[src/rtl/rcpu_irq_pkg.sv]
// Shared types and constants for the rcpu interrupt-event queue.
package rcpu_irq_pkg;

  localparam logic SRC_KEY = 1'b0;
  localparam logic SRC_BP  = 1'b1;

  localparam int unsigned KEY_CODE_W  = 9;
  localparam int unsigned IRQ_DATA_W  = 16;
  localparam int unsigned IRQ_VEC_W   = 32;
  localparam int unsigned IRQ_ENTRY_W = 1 + IRQ_DATA_W + IRQ_VEC_W;

  typedef enum logic [1:0] {
    IDLE    = 2'd0,
    PRESENT = 2'd1,
    GAP     = 2'd2
  } irq_state_e;

  // One queued event: {src, data, vec}
  typedef struct packed {
    logic                  src;
    logic [IRQ_DATA_W-1:0] data;
    logic [IRQ_VEC_W-1:0]  vec;
  } irq_entry_t;

  // Key events carry the zero-extended scancode as payload
  function automatic irq_entry_t mk_key_entry(input logic [KEY_CODE_W-1:0] code,
                                              input logic [IRQ_VEC_W-1:0]  vec);
    irq_entry_t e;
    e.src  = SRC_KEY;
    e.data = IRQ_DATA_W'(code);
    e.vec  = vec;
    return e;
  endfunction

endpackage

[src/rtl/irq_sync_fifo.sv]
// Event FIFO: up to two in-order writes and one read per cycle.
module irq_sync_fifo
  import rcpu_irq_pkg::*;
#(
  parameter  int unsigned DEPTH = 8,
  localparam int unsigned PTR_W = $clog2(DEPTH)
) (
  input  logic             clk,
  input  logic             rst,
  input  logic [1:0]       push_n_i,
  input  irq_entry_t       push0_i,
  input  irq_entry_t       push1_i,
  input  logic             pop_i,
  output irq_entry_t       head_c,
  output logic             empty_c,
  output logic [PTR_W:0]   used_o,
  output logic [PTR_W:0]   freeSlots
);

  irq_entry_t       mem_q [DEPTH];
  logic [PTR_W:0]   wr_ptr_q, wr_ptr_d;
  logic [PTR_W:0]   rd_ptr_q, rd_ptr_d;
  logic [PTR_W:0]   used_q, used_d;
  logic [PTR_W-1:0] wr_idx0, wr_idx1;

  // Pointer, occupancy and status arithmetic
  always_comb begin
    wr_idx0   = wr_ptr_q[PTR_W-1:0];
    wr_idx1   = wr_idx0 + PTR_W'(1);
    wr_ptr_d  = wr_ptr_q + (PTR_W+1)'(push_n_i);
    rd_ptr_d  = rd_ptr_q + (PTR_W+1)'(pop_i);
    used_d    = used_q + (PTR_W+1)'(push_n_i) - (PTR_W+1)'(pop_i);
    empty_c   = (wr_ptr_q == rd_ptr_q);
    head_c    = mem_q[rd_ptr_q[PTR_W-1:0]];
    freeSlots = (PTR_W+1)'(DEPTH) - used_q;
  end

  // Pointer and occupancy registers
  always_ff @(posedge clk or negedge rst) begin
    if (!rst) begin
      wr_ptr_q <= '0;
      rd_ptr_q <= '0;
      used_q   <= '0;
    end else begin
      wr_ptr_q <= wr_ptr_d;
      rd_ptr_q <= rd_ptr_d;
      used_q   <= used_d;
    end
  end

  // Storage writes; slot 0 always precedes slot 1 in queue order
  always_ff @(posedge clk) begin
    if (push_n_i != 2'd0) mem_q[wr_idx0] <= push0_i;
    if (push_n_i == 2'd2) mem_q[wr_idx1] <= push1_i;
  end

  assign used_o = used_q;

endmodule

[src/rtl/irq_event_queue.sv]
// Queues key and breakpoint events and presents them to the CPU one at a time.
module irq_event_queue
  import rcpu_irq_pkg::*;
#(
  parameter  int unsigned DEPTH = 8,
  localparam int unsigned PTR_W = $clog2(DEPTH)
) (
  input  logic                  clk,
  input  logic                  rst,
  input  logic                  keyPressed,
  input  logic [KEY_CODE_W-1:0] keyCode,
  input  logic                  keyEn,
  input  logic                  bpHit,
  input  logic [IRQ_DATA_W-1:0] bpData,
  input  logic [IRQ_VEC_W-1:0]  intVec,
  input  logic                  turnOffIRQ,
  output logic                  irq,
  output logic [IRQ_DATA_W-1:0] intData,
  output logic [IRQ_VEC_W-1:0]  intAddr,
  output logic                  intSrc,
  output logic [PTR_W:0]        count,
  output logic                  overflow,
  input  logic                  clrOvf
);

  irq_state_e     state_q, state_d;
  logic           irq_q, irq_d;
  irq_entry_t     out_q, out_d;
  logic           ovf_q, ovf_d;
  logic           key_prev_q, bp_prev_q;
  logic           armed_q;

  logic           key_ev, bp_ev, key_ok, bp_ok, pop;
  logic [1:0]     push_n;
  logic [PTR_W:0] free_slots, free_eff, key_need, used;
  irq_entry_t     key_entry, bp_entry, push0, head;
  logic           fifo_empty;

  // Edge detection and write arbitration (breakpoint wins the last slot)
  always_comb begin
    // armed_q masks the first edge after reset so levels already high are not events
    key_ev    = armed_q & keyEn & keyPressed & ~key_prev_q;
    bp_ev     = armed_q & bpHit & ~bp_prev_q;
    pop       = (state_q == IDLE) & ~fifo_empty;
    free_eff  = free_slots + (PTR_W+1)'(pop);
    bp_ok     = bp_ev & (free_eff != '0);
    key_need  = bp_ok ? (PTR_W+1)'(2) : (PTR_W+1)'(1);
    key_ok    = key_ev & (free_eff >= key_need);
    push_n    = {1'b0, bp_ok} + {1'b0, key_ok};
    key_entry = mk_key_entry(keyCode, intVec);
    bp_entry  = '{src: SRC_BP, data: bpData, vec: intVec};
    push0     = bp_ok ? bp_entry : key_entry;
    ovf_d     = ovf_q;
    if (clrOvf) ovf_d = 1'b0;
    if ((bp_ev & ~bp_ok) | (key_ev & ~key_ok)) ovf_d = 1'b1;
  end

  // Presenter next-state and output logic
  always_comb begin
    state_d = state_q;
    irq_d   = irq_q;
    out_d   = out_q;
    unique case (state_q)
      IDLE: begin
        if (!fifo_empty) begin
          out_d   = head;
          irq_d   = 1'b1;
          state_d = PRESENT;
        end
      end
      PRESENT: begin
        if (turnOffIRQ) begin
          irq_d   = 1'b0;
          state_d = GAP;
        end
      end
      GAP: begin
        if (!turnOffIRQ) state_d = IDLE;
      end
      default: begin
        irq_d   = 1'b0;
        state_d = IDLE;
      end
    endcase
  end

  // State, presented-event, flag and edge-history registers
  always_ff @(posedge clk or negedge rst) begin
    if (!rst) begin
      state_q    <= IDLE;
      irq_q      <= 1'b0;
      out_q      <= '0;
      ovf_q      <= 1'b0;
      key_prev_q <= 1'b0;
      bp_prev_q  <= 1'b0;
      armed_q    <= 1'b0;
    end else begin
      state_q    <= state_d;
      irq_q      <= irq_d;
      out_q      <= out_d;
      ovf_q      <= ovf_d;
      key_prev_q <= keyPressed;
      bp_prev_q  <= bpHit;
      armed_q    <= 1'b1;
    end
  end

  irq_sync_fifo #(.DEPTH(DEPTH)) u_fifo (
    .clk       (clk),
    .rst       (rst),
    .push_n_i  (push_n),
    .push0_i   (push0),
    .push1_i   (key_entry),
    .pop_i     (pop),
    .head_c    (head),
    .empty_c   (fifo_empty),
    .used_o    (used),
    .freeSlots (free_slots)
  );

  assign irq      = irq_q;
  assign intData  = out_q.data;
  assign intAddr  = out_q.vec;
  assign intSrc   = out_q.src;
  assign count    = used;
  assign overflow = ovf_q;

endmodule

[config.mk]
export PLATFORM = sky130hd
export DESIGN_NAME = irq_event_queue
export DESIGN_NICKNAME = d
export VERILOG_FILES = /design/src/rtl/rcpu_irq_pkg.sv /design/src/rtl/irq_sync_fifo.sv /design/src/rtl/irq_event_queue.sv
export SDC_FILE = /design/constraint.sdc
export NUM_CORES = 1
export LEC_CHECK = 0
export ABC_AREA = 1
export CAP_MARGIN = 25
export CORE_AREA = 5 5 163 243
export DETAILED_ROUTE_END_ITERATION = 7
export DIE_AREA = 0 0 168 248
export DONT_BUFFER_PORTS = 1
export PLACE_DENSITY_LB_ADDON = 0.3
export SYNTH_ARGS = -nofsm -noshare
export SYNTH_HDL_FRONTEND = slang
export SYNTH_SLANG_ARGS = --single-unit
[constraint.sdc]
create_clock -name clk -period 5.1 [get_ports clk]
set_input_delay 1.275 -clock clk [delete_from_list [all_inputs] [get_ports clk]]
set_output_delay 1.275 -clock clk [all_outputs]
set_load 0.01 [all_outputs]
## Word-level counts from Yosys, hierarchy flattened

Memory sizes are Yosys's and may differ from the RTL's. A register that Yosys moved wholly into a read port is not among the register bits.
Index checks and enable logic that the tools add are counted.

- Memories kept: 1
- RAM bits: 392
- Logic and storage cells: 66
- Input bits: 64
- Output and inout bits: 55
- Register bits: 19

Memories:

| memory | words | bits a word | read ports | clocked after Yosys merged registers in | write ports | line | source |
|---|---|---|---|---|---|---|---|
| u_fifo.mem_q | 8 | 49 | 1 | 1 | 2 | irq_sync_fifo.sv:20 | `irq_entry_t mem_q [DEPTH];` |

- Reduce and logical (&&, ||, !) cells: 8
- Order comparisons: 1
- Add/sub/neg operators: 8
- Bitwise gates (word level): 17
- Equality and inequality tests: 7
- Muxes and demuxes: 15

Operator list:

| operator | count |
|---|---|
| two-way mux 49 bit | 1 |
| AND 1 bit | 10 |
| adder 4 x 1 -> 4 bit | 2 |
| adder 4 x 2 -> 4 bit | 2 |
| two-way mux 1 bit | 8 |
| two-way mux 2 bit | 4 |
| != test 2 bit, second input constant | 3 |
| inverter 1 bit | 6 |
| one-hot mux 2 bit (3 select lines) | 1 |
| AND reduction 3 bit | 2 |
| == test 2 bit, second input constant | 2 |
| == test 4 bit | 1 |
| greater-or-equal comparator 4 x 2 -> 1 bit | 1 |
| nonzero test 2 bit | 2 |
| nonzero test 4 bit | 1 |
| subtractor 4 x 1 -> 4 bit | 1 |
| subtractor 4 bit, first input constant | 1 |
| adder 3 x 1 -> 3 bit, second input constant | 1 |
| one-hot mux 1 bit (3 select lines) | 1 |
| adder 1 x 1 -> 2 bit | 1 |
| == test 2 x 1 -> 1 bit, second input constant | 1 |
| zero test 2 bit | 1 |
| AND reduction 2 bit | 1 |
| zero test 1 bit | 1 |
| OR 1 bit | 1 |

## Depth between registers and ports, before layout

Gate-level depths: netlist of run 1.

- Depth in word-level cells: 13
- Gate-level depth with buffers: 32
- Depth with buffers taken out: 26

## Modules after synthesis

Synthesis of run 1 repeated with hierarchy kept, for this count alone.

- Cell total of the unflattened synthesis: 3552
- Area total of the unflattened synthesis: 27291.2 um2

By module, submodules not included:

| module | area each (um2) | cells each | sequential area each (um2) | times used |
|---|---|---|---|---|
| irq_sync_fifo | 24807.5 | 3244 | 12071.6 | 1 |
| irq_event_queue | 2483.6 | 308 | 1401.3 | 1 |

## Worst setup path after synthesis of run 1

OpenSTA, ideal clock, no wires.

- Kind: reg-to-reg
- Start: register u_fifo.rd_ptr_q[1]
- End: memory u_fifo.mem_q[5][22] in the netlist's numbering (data pin)
- Data required time: 4.962 ns
- Cell stages (with the launch flop): 29
- Path buffers: 7
- Path slack: -0.403 ns
- Arrival: 5.365 ns
- Library setup time: 0.138 ns
- Clock period less this slack: 5.503 ns
- Path through: dfrtp_1 -> buf_4 -> buf_4 -> xnor2_1 -> nand4_1 -> nand2_1 -> buf_2 -> ha_1 -> inv_1 -> ha_1 -> nor2_1 -> nand4_4 -> nand2_2 -> buf_4 -> buf_4 -> ha_1 -> inv_1 -> a21boi_0 -> nor3_1 -> nor2_1 -> ha_1 -> inv_1 -> nor2_1 -> inv_1 -> o21ai_2 -> inv_2 -> buf_2 -> buf_6 -> nor2_1

RTL lines:

| item | line | source |
|---|---|---|
| start: declaration | irq_sync_fifo.sv:22 | `logic [PTR_W:0] rd_ptr_q, rd_ptr_d;` |
| start signal: assignment | irq_sync_fifo.sv:46 | `rd_ptr_q <= rd_ptr_d;` |
| end: declaration | irq_sync_fifo.sv:20 |  |

==> results of run 1 <==
[cell type report]
cell class | count | area, um2 | share of cell area
flip-flops and latches | 460 | 12800 | 0.555
multi-input cells | 1560 | 7480 | 0.323
clock buffers | 67 | 1270 | 0.0548
well taps | 489 | 612 | 0.0264
inverters | 112 | 423 | 0.0183
repair buffers | 35 | 415 | 0.0179
clock inverters | 13 | 98.8 | 0.00427
[through the flow]
step           worst slack [ps]  setup TNS [ps]  instance area, um2
2_1_floorplan              -210          -10180               21400
3_3_place_gp                657               0               21700
3_5_place_dp                532               0               21700
4_1_cts                     508               0               23100
5_1_grt                     196               0               23100
6_report                    517               0               23100
[flip-flops by register name, indices dropped and copies added, names as in the netlist, 2 cells and up]
signal	count
u_fifo.rd_ptr_q	4
u_fifo.wr_ptr_q	4
intData	16
u_fifo.mem_q	392
state_q	2
intAddr	32
u_fifo.used_o	4
[layer usage]
layer | up-vias | track usage
met5 | - | 0
met4 | 2 | 0.0877
met3 | 104 | 0.0421
met2 | 683 | 0.465
met1 | 7594 | 0.323
li1 | 7375 | -
[power groups by stage]
| stage | combinational, mW | clock [mW] | sequential (mW) |
|---|---|---|---|
| floorplan | 3.24 | 0 | 4.91 |
| global placement | 4.17 | 0 | 4.99 |
| detailed placement | 4.26 | 0 | 5.01 |
| CTS | 4.29 | 3.17 | 4.94 |
| global route | 4.84 | 3.31 | 4.99 |
| finish | 4.33 | 3.13 | 4.93 |
[cells in the final DEF (no fill, tap or decap), drive strengths merged, types with 2 or more instances in the layout]
cell,n
nand3,87
inv,109
nand2,647
clkbuf,67
o211ai,98
nor2,284
nand4,2
clkinv,15
buf,35
xnor2,5
or2,192
dfrtp,68
ha,16
a21oi,3
dfxtp,64
xor2,7
o22ai,8
edfxtp,328
o21ai,202
fa,2
[logic make-up after synthesis]
family / share of synthesized area
simple gates: 0.245
flops: 0.601
compound gates: 0.0866
buf+inv: 0.0503
fa+ha+maj: 0.0113
xor+xnor: 0.00580
other cells: 0.000176
[worst register-to-register path, delay by kind of cell (launching register included)]
family	cells	cell delay, ps
xor gates and xnor gates	1	160
adders and majority gates	4	850
AOI/OAI and AO/OA	2	710
and+or+nand+nor	8	1270
buffers and inverters	3	630
DFF	1	570
[worst max path at each step]
stage               cells past startpoint          startpoint                   to  slack (ps)
floorplan                              26  u_fifo.rd_ptr_q[1]  u_fifo.mem_q[4][22]        -210
global placement                       18  u_fifo.wr_ptr_q[2]  u_fifo.mem_q[4][14]         660
detailed placement                     18  u_fifo.wr_ptr_q[2]  u_fifo.mem_q[4][27]         530
CTS                                    18  u_fifo.wr_ptr_q[2]  u_fifo.mem_q[4][21]         510
global route                           22  u_fifo.wr_ptr_q[2]  u_fifo.mem_q[2][30]         200
finish                                 18  u_fifo.wr_ptr_q[2]  u_fifo.mem_q[4][27]         520
==> reports/metrics.yaml, run 1 <==
seq_area_frac_synth: 0.601
fin_nets: 2294
cp_slowest_cell: "dfrtp_1"
cp_num_buf_inv: 3
cts_inserted_buffers: 43
p_int_mw: 7.79
clkSinkCount: 460
insertion_delay_ps: 560
synth_nets: 2354
synth_area_per_cell_um2: 9.40
wl_met3_mm: 4.35
critPathKind: "flip-flop to flip-flop"
status: "completed"
clkTransAtPathRegs_ps: 60
fillers: 2989
synth_seq_cells: 460
p_sw_mw: 4.60
routed_wl_mm: 54.8
switching_share: 0.371
slew_violations: 0
synth_top_area_share: 0.461
max_stage_delay_ps: 570
fin_crit_sh: 0.899
hold_class: "input pin to async pin"
rsz0062_at_grt: "false"
hold-worst-slack_ps: 406
setup_viol: 0
wl_met1_mm: 21.0
cp.arrival_ps: 4770
cts_root_buffer: "clkbuf_16"
die_x_um: 168
grt_pass1_vias: 15600
fin_worst_skew_ps: 15.5
critical_path.endpoint_type: "flip-flop"
p_total_mw: 12.4
dr.pass1.iters: 6
dp_hpwl_mm: 31.6
place.gp.congestion: 0.868
io_buffer_count: 0
syn_inst: 2272
pin_count: 119
viasPerCell: 5.76
r2r_slack_ps: 520
p_leak_nw: 9.85
layout.cells.non_filler: 2736
period_minus_slack_ps: 4580
path_cells: "xnor2_1 -> nand4_1 -> nand2_2 -> ha_1 -> inv_1 -> ha_1 -> nor2_2 -> nand4_4 -> nand2_2 -> ha_1 -> inv_1 -> a21boi_0 -> nor3_1 -> nor2_1 -> ha_1 -> nand2_1 -> o21ai_4 -> buf_4"
start_util: 0.572
relSlewSlack: 0.377
vdd_drop_max_v: 0.000614
synthArstFlopShare: 0.148
yosysWarnings: 0
dp.cells: 2654
worstMarginPinSlew_ps: 934
post-cts-setup-buffers: 0
reg2reg_depth: 18
top_layer: "met5"
max_freq_ghz: 0.218
cts_tree: "built"
track_usage: 0.260
std_cell_rows: 87
synth_area_mm2: 0.0213
utilization: 0.620
synth.area.top_cells: "edfxtp_1, nand2_1, dfrtp_1"
crit_top_cell: "ha_1"
grt-ovfl-total: 0
yosysTopAreaCell: "edfxtp_1"
p_clk_frac: 0.253
syn2layout_area_growth_pct: 8.40
core_area_mm2: 0.0373
grt_max_degree: 199
combPwrFrac: 0.349
cts_resized: 0
antenna_left: 0
reg2reg_to: "u_fifo.mem_q[4][27]"
max-cap-violations: 0
p_per_area_mw_per_mm2: 535
dr.first_iter.drc_count: 1619
cts_hold_buf: 0
synth_most_common_cell: "nand2_1"
vias: 15800
worstSetupStartpointType: "flip-flop"
power_frac_seq: 0.398
r2r-start: "u_fifo.wr_ptr_q[2]"
critPathMaxFanout: 29
cts_buffer_depth: 3
die_y_um: 248
diodes: 0
die_area_mm2: 0.0417
htreeDepth: 2
synth_flop_cell: "edfxtp_1"
crit_required_ps: 5290
grt_pass1_wl_mm: 85.7
hold_viol: 0
synth_common_cells: "nand2_1, edfxtp_1, nor2_1"
drc: 0
synth.distinct_cells: 37
path_delay_family: "simple AND/OR/NAND/NOR gates"
dr_wl_met2_mm: 27.9
antenna_found_initial: 1
routedWlPerCell_um: 20.0
synth-edff-count: 328
drive_gt1_frac: 0.145
Power figures use the tool's default switching activity.
==> run 2: changes to the inputs <==
Settings changed: CELL_PAD_IN_SITES_DETAIL_PLACEMENT set to 0, CELL_PAD_IN_SITES_GLOBAL_PLACEMENT set to 2, CORE_AREA 5 5 163 243 to 5 5 203 303, DIE_AREA 0 0 168 248 to 0 0 208 308.
==> reports/metrics.yaml, run 2 (same netlist as run 1, synthesis figures left out) <==
period_minus_slack_ps: 4550  # was 4580 ps
track_usage: 0.195  # was 0.260
clkSinkCount: 460  # unchanged
io_buffer_count: 0  # unchanged
relSlewSlack: 0.357  # was 0.377
slew_violations: 0  # unchanged
critical_path.endpoint_type: "flip-flop"  # unchanged
critPathMaxFanout: 18  # was 29
die_y_um: 308  # was 248 um
register_area_mm2: 0.0128  # unchanged
p_int_mw: 8.05  # was 7.79 mW
vias: 15400  # was 15.8k
cts_tree: "built"  # unchanged
hold_class: "input pin to async pin"  # unchanged
cts_hold_buf: 0  # unchanged
start_util: 0.364  # was 0.572
die_x_um: 208  # was 168 um
crit_top_cell: "ha_1"  # unchanged
largest_reg_flops: 392  # unchanged
p_leak_nw: 10.0  # was 9.85 nW
hold_viol: 0  # unchanged
syn2layout_area_growth_pct: 11.4  # was 8.40%
switching_share: 0.376  # was 0.371
vdd_drop_max_v: 0.000290  # was 0.000614 V
setup_tns_ps: 0  # unchanged
routed_wl_mm: 63.5  # was 54.8 mm
diodes: 0  # unchanged
clkTransAtPathRegs_ps: 60  # about the same
post-cts-setup-buffers: 0  # unchanged
crit_required_ps: 5420  # was 5290 ps
critPathKind: "flip-flop to flip-flop"  # unchanged
grt-ovfl-total: 0  # unchanged
r2r-start: "u_fifo.rd_ptr_q[1]"  # was u_fifo.wr_ptr_q[2]
final_cell_mix: "nand2_1, edfxtp_1, nor2_1"  # unchanged
power_frac_seq: 0.381  # was 0.398
hold-worst-slack_ps: 400  # was 406 ps
status: "completed"  # unchanged
final_common_cell: "nand2_1"  # unchanged
combPwrFrac: 0.352  # was 0.349
pin_count: 119  # unchanged
path_cells: "xnor2_1 -> nand4_1 -> nand2_2 -> ha_1 -> inv_1 -> ha_1 -> nor2_2 -> nand4_4 -> nand2_2 -> ha_1 -> inv_1 -> a21boi_0 -> nor3_1 -> nor2_1 -> ha_1 -> nand2_1 -> inv_1 -> nand2_1 -> nand2_2 -> inv_2 -> buf_4 -> nor2_1"  # was xnor2_1 -> nand4_1 -> nand2_2 -> ha_1 -> inv_1 -> ha_1 -> nor2_2 -> nand4_4 -> nand2_2 -> ha_1 -> inv_1 -> a21boi_0 -> nor3_1 -> nor2_1 -> ha_1 -> nand2_1 -> o21ai_4 -> buf_4
die_area_mm2: 0.0641  # was 0.0417 mm2
viasPerCell: 5.05  # was 5.76
reg2reg_depth: 22  # was 18
multi_input_area_mm2: 0.00748  # unchanged
fillers: 5776  # was 2989
antenna_found_initial: 0  # was 1
grt_pass1_vias: 15800  # was 15.6k
cp_slowest_cell: "dfrtp_4"  # was dfrtp_1
grt_max_degree: 97  # was 199
p_per_area_mw_per_mm2: 543  # was 535 mW/mm2
max-cap-violations: 0  # unchanged
p_clk_frac: 0.267  # was 0.253
insertion_delay_ps: 580  # was 560 ps
utilization: 0.406  # was 0.620
p_sw_mw: 4.86  # was 4.60 mW
fin_worst_skew_ps: 16.5  # was 15.5 ps
dp_hpwl_mm: 38.1  # was 31.6 mm
cp.arrival_ps: 4870  # was 4770 ps
drive_gt1_frac: 0.155  # was 0.145
fin_nets: 2312  # was 2294
r2r_slack_ps: 550  # was 520 ps
grt_pass1_wl_mm: 97.2  # was 85.7 mm
dr.first_iter.drc_count: 929  # was 1619
largest-register: "u_fifo.mem_q"  # unchanged
core_area_mm2: 0.0586  # was 0.0373 mm2
htreeDepth: 2  # unchanged
std_cell_rows: 109  # was 87
rsz0062_at_grt: "false"  # unchanged
cts_inserted_buffers: 48  # was 43
place.gp.congestion: 0.795  # was 0.868
drc: 0  # unchanged
max_freq_ghz: 0.220  # was 0.218 GHz
cts_root_buffer: "clkbuf_16"  # unchanged
worstSetupStartpointType: "flip-flop"  # unchanged
routedWlPerCell_um: 20.9  # was 20.0 um
max_stage_delay_ps: 470  # was 570 ps
dr.pass1.iters: 6  # unchanged
setup_viol: 0  # unchanged
fin_crit_sh: 0.893  # was 0.899
worstMarginPinSlew_ps: 962  # was 934 ps
reg2reg_to: "u_fifo.mem_q[0][24]"  # was u_fifo.mem_q[4][27]
cts_buffer_depth: 3  # unchanged
antenna_left: 0  # unchanged
cts_resized: 0  # unchanged
[run 2: worst max-delay path, delay by kind of cell (launching register included)]
| family | cells | cell delay, ps |
|---|---|---|
| adder cells (fa/ha/maj) | 4 | 950 |
| buffers and inverters | 5 | 880 |
| AND/OR/NAND/NOR | 11 | 1740 |
| AO/OA/AOI/OAI | 1 | 70 |
| flip-flops | 1 | 470 |
| XOR/XNOR | 1 | 160 |
[run 2: layer usage]
metal	vias to the layer above	GRT usage	share of wire
met2	328	0.364	0.53
met5	-	0	0
li1	7415	-	-
met3	104	0.0257	0.037
met1	7516	0.235	0.41
met4	0	0.0582	0.030
[run 2: cell type report]
cell class,count,share of cell area
clock buffer,72,0.0582
clock inverter,16,0.00600
inverter,112,0.0178
multi-input combinational,1560,0.315
sequential,460,0.540
tap,777,0.0409
timing repair buffer,48,0.0224
[run 2: power by group through the flow]
stage	Sequential, mW	Clock, mW	Combinational, mW
final	4.92	3.44	4.54
after global routing	4.98	3.69	5.12
after CTS	4.94	3.53	4.60
after detailed placement	5.01	0	4.58
after global placement	5.00	0	4.52
after floorplan	4.91	0	3.24
[run 2: worst max-delay path by stage]
| stage | cells past startpoint | end | slack, ps | from |
|---|---|---|---|---|
| floorplan | 26 | u_fifo.mem_q[4][22] | -210 | u_fifo.rd_ptr_q[1] |
| global placement | 18 | u_fifo.mem_q[6][9] | 530 | u_fifo.rd_ptr_q[1] |
| detailed placement | 22 | u_fifo.mem_q[0][24] | 530 | u_fifo.rd_ptr_q[1] |
| CTS | 22 | u_fifo.mem_q[0][24] | 510 | u_fifo.rd_ptr_q[1] |
| global route | 22 | u_fifo.mem_q[0][6] | 130 | u_fifo.wr_ptr_q[0] |
| finish | 22 | u_fifo.mem_q[0][24] | 550 | u_fifo.rd_ptr_q[1] |
[run 2: per-stage QoR]
stage | instance area (um2) | total power [mW] | cells | setup WS, ps
final | 23800 | 12.9 | 3045 | 548
after global routing | 23800 | 13.8 | 3045 | 126
after CTS | 23700 | 13.1 | 3043 | 510
after detailed placement | 22200 | 9.59 | 2955 | 526
after global placement | 22200 | 9.52 | 2954 | 530
after floorplan | 21400 | 8.14 | 2272 | -210
==> run 3: changes to the inputs <==
Settings changed: CORE_AREA 5 5 203 303 to 5 5 317 195, DIE_AREA 0 0 208 308 to 0 0 322 200.
==> reports/metrics.yaml, run 3 (same netlist as run 1, synthesis figures left out) <==
multi_input_area_mm2: 0.00748  # unchanged
antenna_found_initial: 1  # was 0
r2r_slack_ps: 460  # was 550 ps
htreeDepth: 2  # unchanged
rsz0062_at_grt: "false"  # unchanged
relSlewSlack: 0.248  # was 0.357
routed_wl_mm: 65.0  # was 63.5 mm
final_common_cell: "nand2_1"  # unchanged
grt-ovfl-total: 0  # unchanged
antenna_left: 0  # unchanged
clkTransAtPathRegs_ps: 70  # was 60 ps
io_buffer_count: 0  # unchanged
diodes: 0  # unchanged
cts_buffer_depth: 3  # unchanged
slew_violations: 0  # unchanged
vias: 15600  # was 15.4k
routedWlPerCell_um: 21.3  # was 20.9 um
grt.busiest_layer: "met1"  # was met2
viasPerCell: 5.11  # was 5.05
status: "completed"  # unchanged
cts_resized: 0  # unchanged
largest_reg_flops: 392  # unchanged
fillers: 5772  # was 5776
r2r-start: "u_fifo.wr_ptr_q[2]"  # was u_fifo.rd_ptr_q[1]
max_freq_ghz: 0.216  # was 0.220 GHz
cts_tree: "built"  # unchanged
die_x_um: 322  # was 208 um
die_area_mm2: 0.0644  # was 0.0641 mm2
crit_required_ps: 5550  # was 5420 ps
critPathLaunch: "u_fifo.wr_ptr_q[2]"  # was u_fifo.rd_ptr_q[1]
fin_nets: 2307  # was 2312
period_minus_slack_ps: 4640  # was 4550 ps
die_y_um: 200  # was 308 um
hold_viol: 0  # unchanged
grt_pass1_wl_mm: 97.9  # was 97.2 mm
grt_util_met2: 0.300  # was 0.364
vdd_drop_max_v: 0.000654  # was 0.000290 V
post-cts-setup-buffers: 0  # unchanged
register_area_mm2: 0.0128  # unchanged
use_met1: 0.307  # was 0.235
cts_root_buffer: "clkbuf_16"  # unchanged
critPathKind: "flip-flop to flip-flop"  # unchanged
dpl_cell_area_mm2: 0.0222  # unchanged
drive_gt1_frac: 0.157  # was 0.155
fin_crit_sh: 0.910  # was 0.893
final_cell_mix: "nand2_1, edfxtp_1, nor2_1"  # unchanged
clkSinkCount: 460  # unchanged
reg2reg_to: "u_fifo.mem_q[5][35]"  # was u_fifo.mem_q[0][24]
largest-register: "u_fifo.mem_q"  # unchanged
dr.first_iter.drc_count: 1444  # was 929
cp.arrival_ps: 5090  # was 4870 ps
cts_inserted_buffers: 47  # was 48
use_met3: 0.0307  # was 0.0257
core_area_mm2: 0.0585  # was 0.0586 mm2
grt_max_degree: 203  # was 97
worstSetupStartpointType: "flip-flop"  # unchanged
setup_viol: 0  # unchanged
hold-worst-slack_ps: 380  # was 400 ps
worstMarginPinSlew_ps: 1120  # was 962 ps
drc: 0  # unchanged
p_total_mw: 13.3  # was 12.9 mW
dp_hpwl_mm: 37.9  # was 38.1 mm
fin_worst_skew_ps: 18.9  # was 16.5 ps
syn2layout_area_growth_pct: 11.9  # was 11.4%
track_usage: 0.199  # was 0.195
cts_hold_buf: 0  # unchanged
start_util: 0.365  # was 0.364
p_leak_nw: 10.1  # was 10.0 nW
setup_tns_ps: 0  # unchanged
max-cap-violations: 0  # unchanged
insertion_delay_ps: 590  # was 580 ps
utilization: 0.408  # was 0.406
dr.pass1.iters: 5  # was 6
grt_pass1_vias: 15300  # was 15.8k
reg2reg_depth: 21  # was 22
pin_count: 119  # unchanged
fin_area_mm2: 0.0239  # was 0.0238 mm2
std_cell_rows: 69  # was 109
place.gp.congestion: 0.783  # was 0.795
critical_path.endpoint_type: "flip-flop"  # unchanged
critPathMaxFanout: 9  # was 18
p_per_area_mw_per_mm2: 558  # was 543 mW/mm2
hold_class: "input pin to async pin"  # unchanged
-- run 3: power by group --
group          switching, mW  total, mW  internal, mW
combinational           3.13       4.61          1.48
clock                   1.53       3.79          2.25
sequential             0.381       4.94          4.56
-- run 3: cell type report --
| cell class | count | share of cell area |
|---|---|---|
| clock buffer | 74 | 0.0620 |
| tap | 781 | 0.0409 |
| sequential | 460 | 0.537 |
| timing repair buffer | 44 | 0.0201 |
| inverter | 112 | 0.0177 |
| clock inverter | 14 | 0.00890 |
| multi-input combinational | 1560 | 0.313 |
-- run 3: per-layer routing --
layer	vias to the layer above	part of all wire	wire length, um
met1	7657	0.50	32800
met5	-	0	0
li1	7412	-	-
met2	416	0.43	27700
met4	0	0.015	970
met3	77	0.054	3520
-- run 3: worst max-delay path, cell delays in order, from the launching register on --
cell and delay [ps]:
dfrtp_1 570, xnor2_1 160, nand4_1 130, nand2_2 130, ha_1 150, inv_1 60, ha_1 300, nor2_2 180
nand4_4 130, nand2_2 190, ha_1 170, inv_1 30, a21boi_0 150, nor3_1 90, nor2_1 180, ha_1 270
inv_1 90, nor2_1 210, inv_1 180, nor2_1 890, nand2_1 110, nand2_1 130
-- run 3: worst max path at each step --
stage                          end
6_report       u_fifo.mem_q[5][35]
5_1_grt        u_fifo.mem_q[5][36]
4_1_cts        u_fifo.mem_q[7][22]
3_5_place_dp    u_fifo.mem_q[7][9]
3_3_place_gp    u_fifo.mem_q[3][1]
2_1_floorplan  u_fifo.mem_q[4][22]
-- run 3: through the flow --
stage	instances	worst slack (ps)
6_report	3045	460
5_1_grt	3045	68.7
4_1_cts	3044	548
3_5_place_dp	2956	559
3_3_place_gp	2956	519
2_1_floorplan	2272	-210
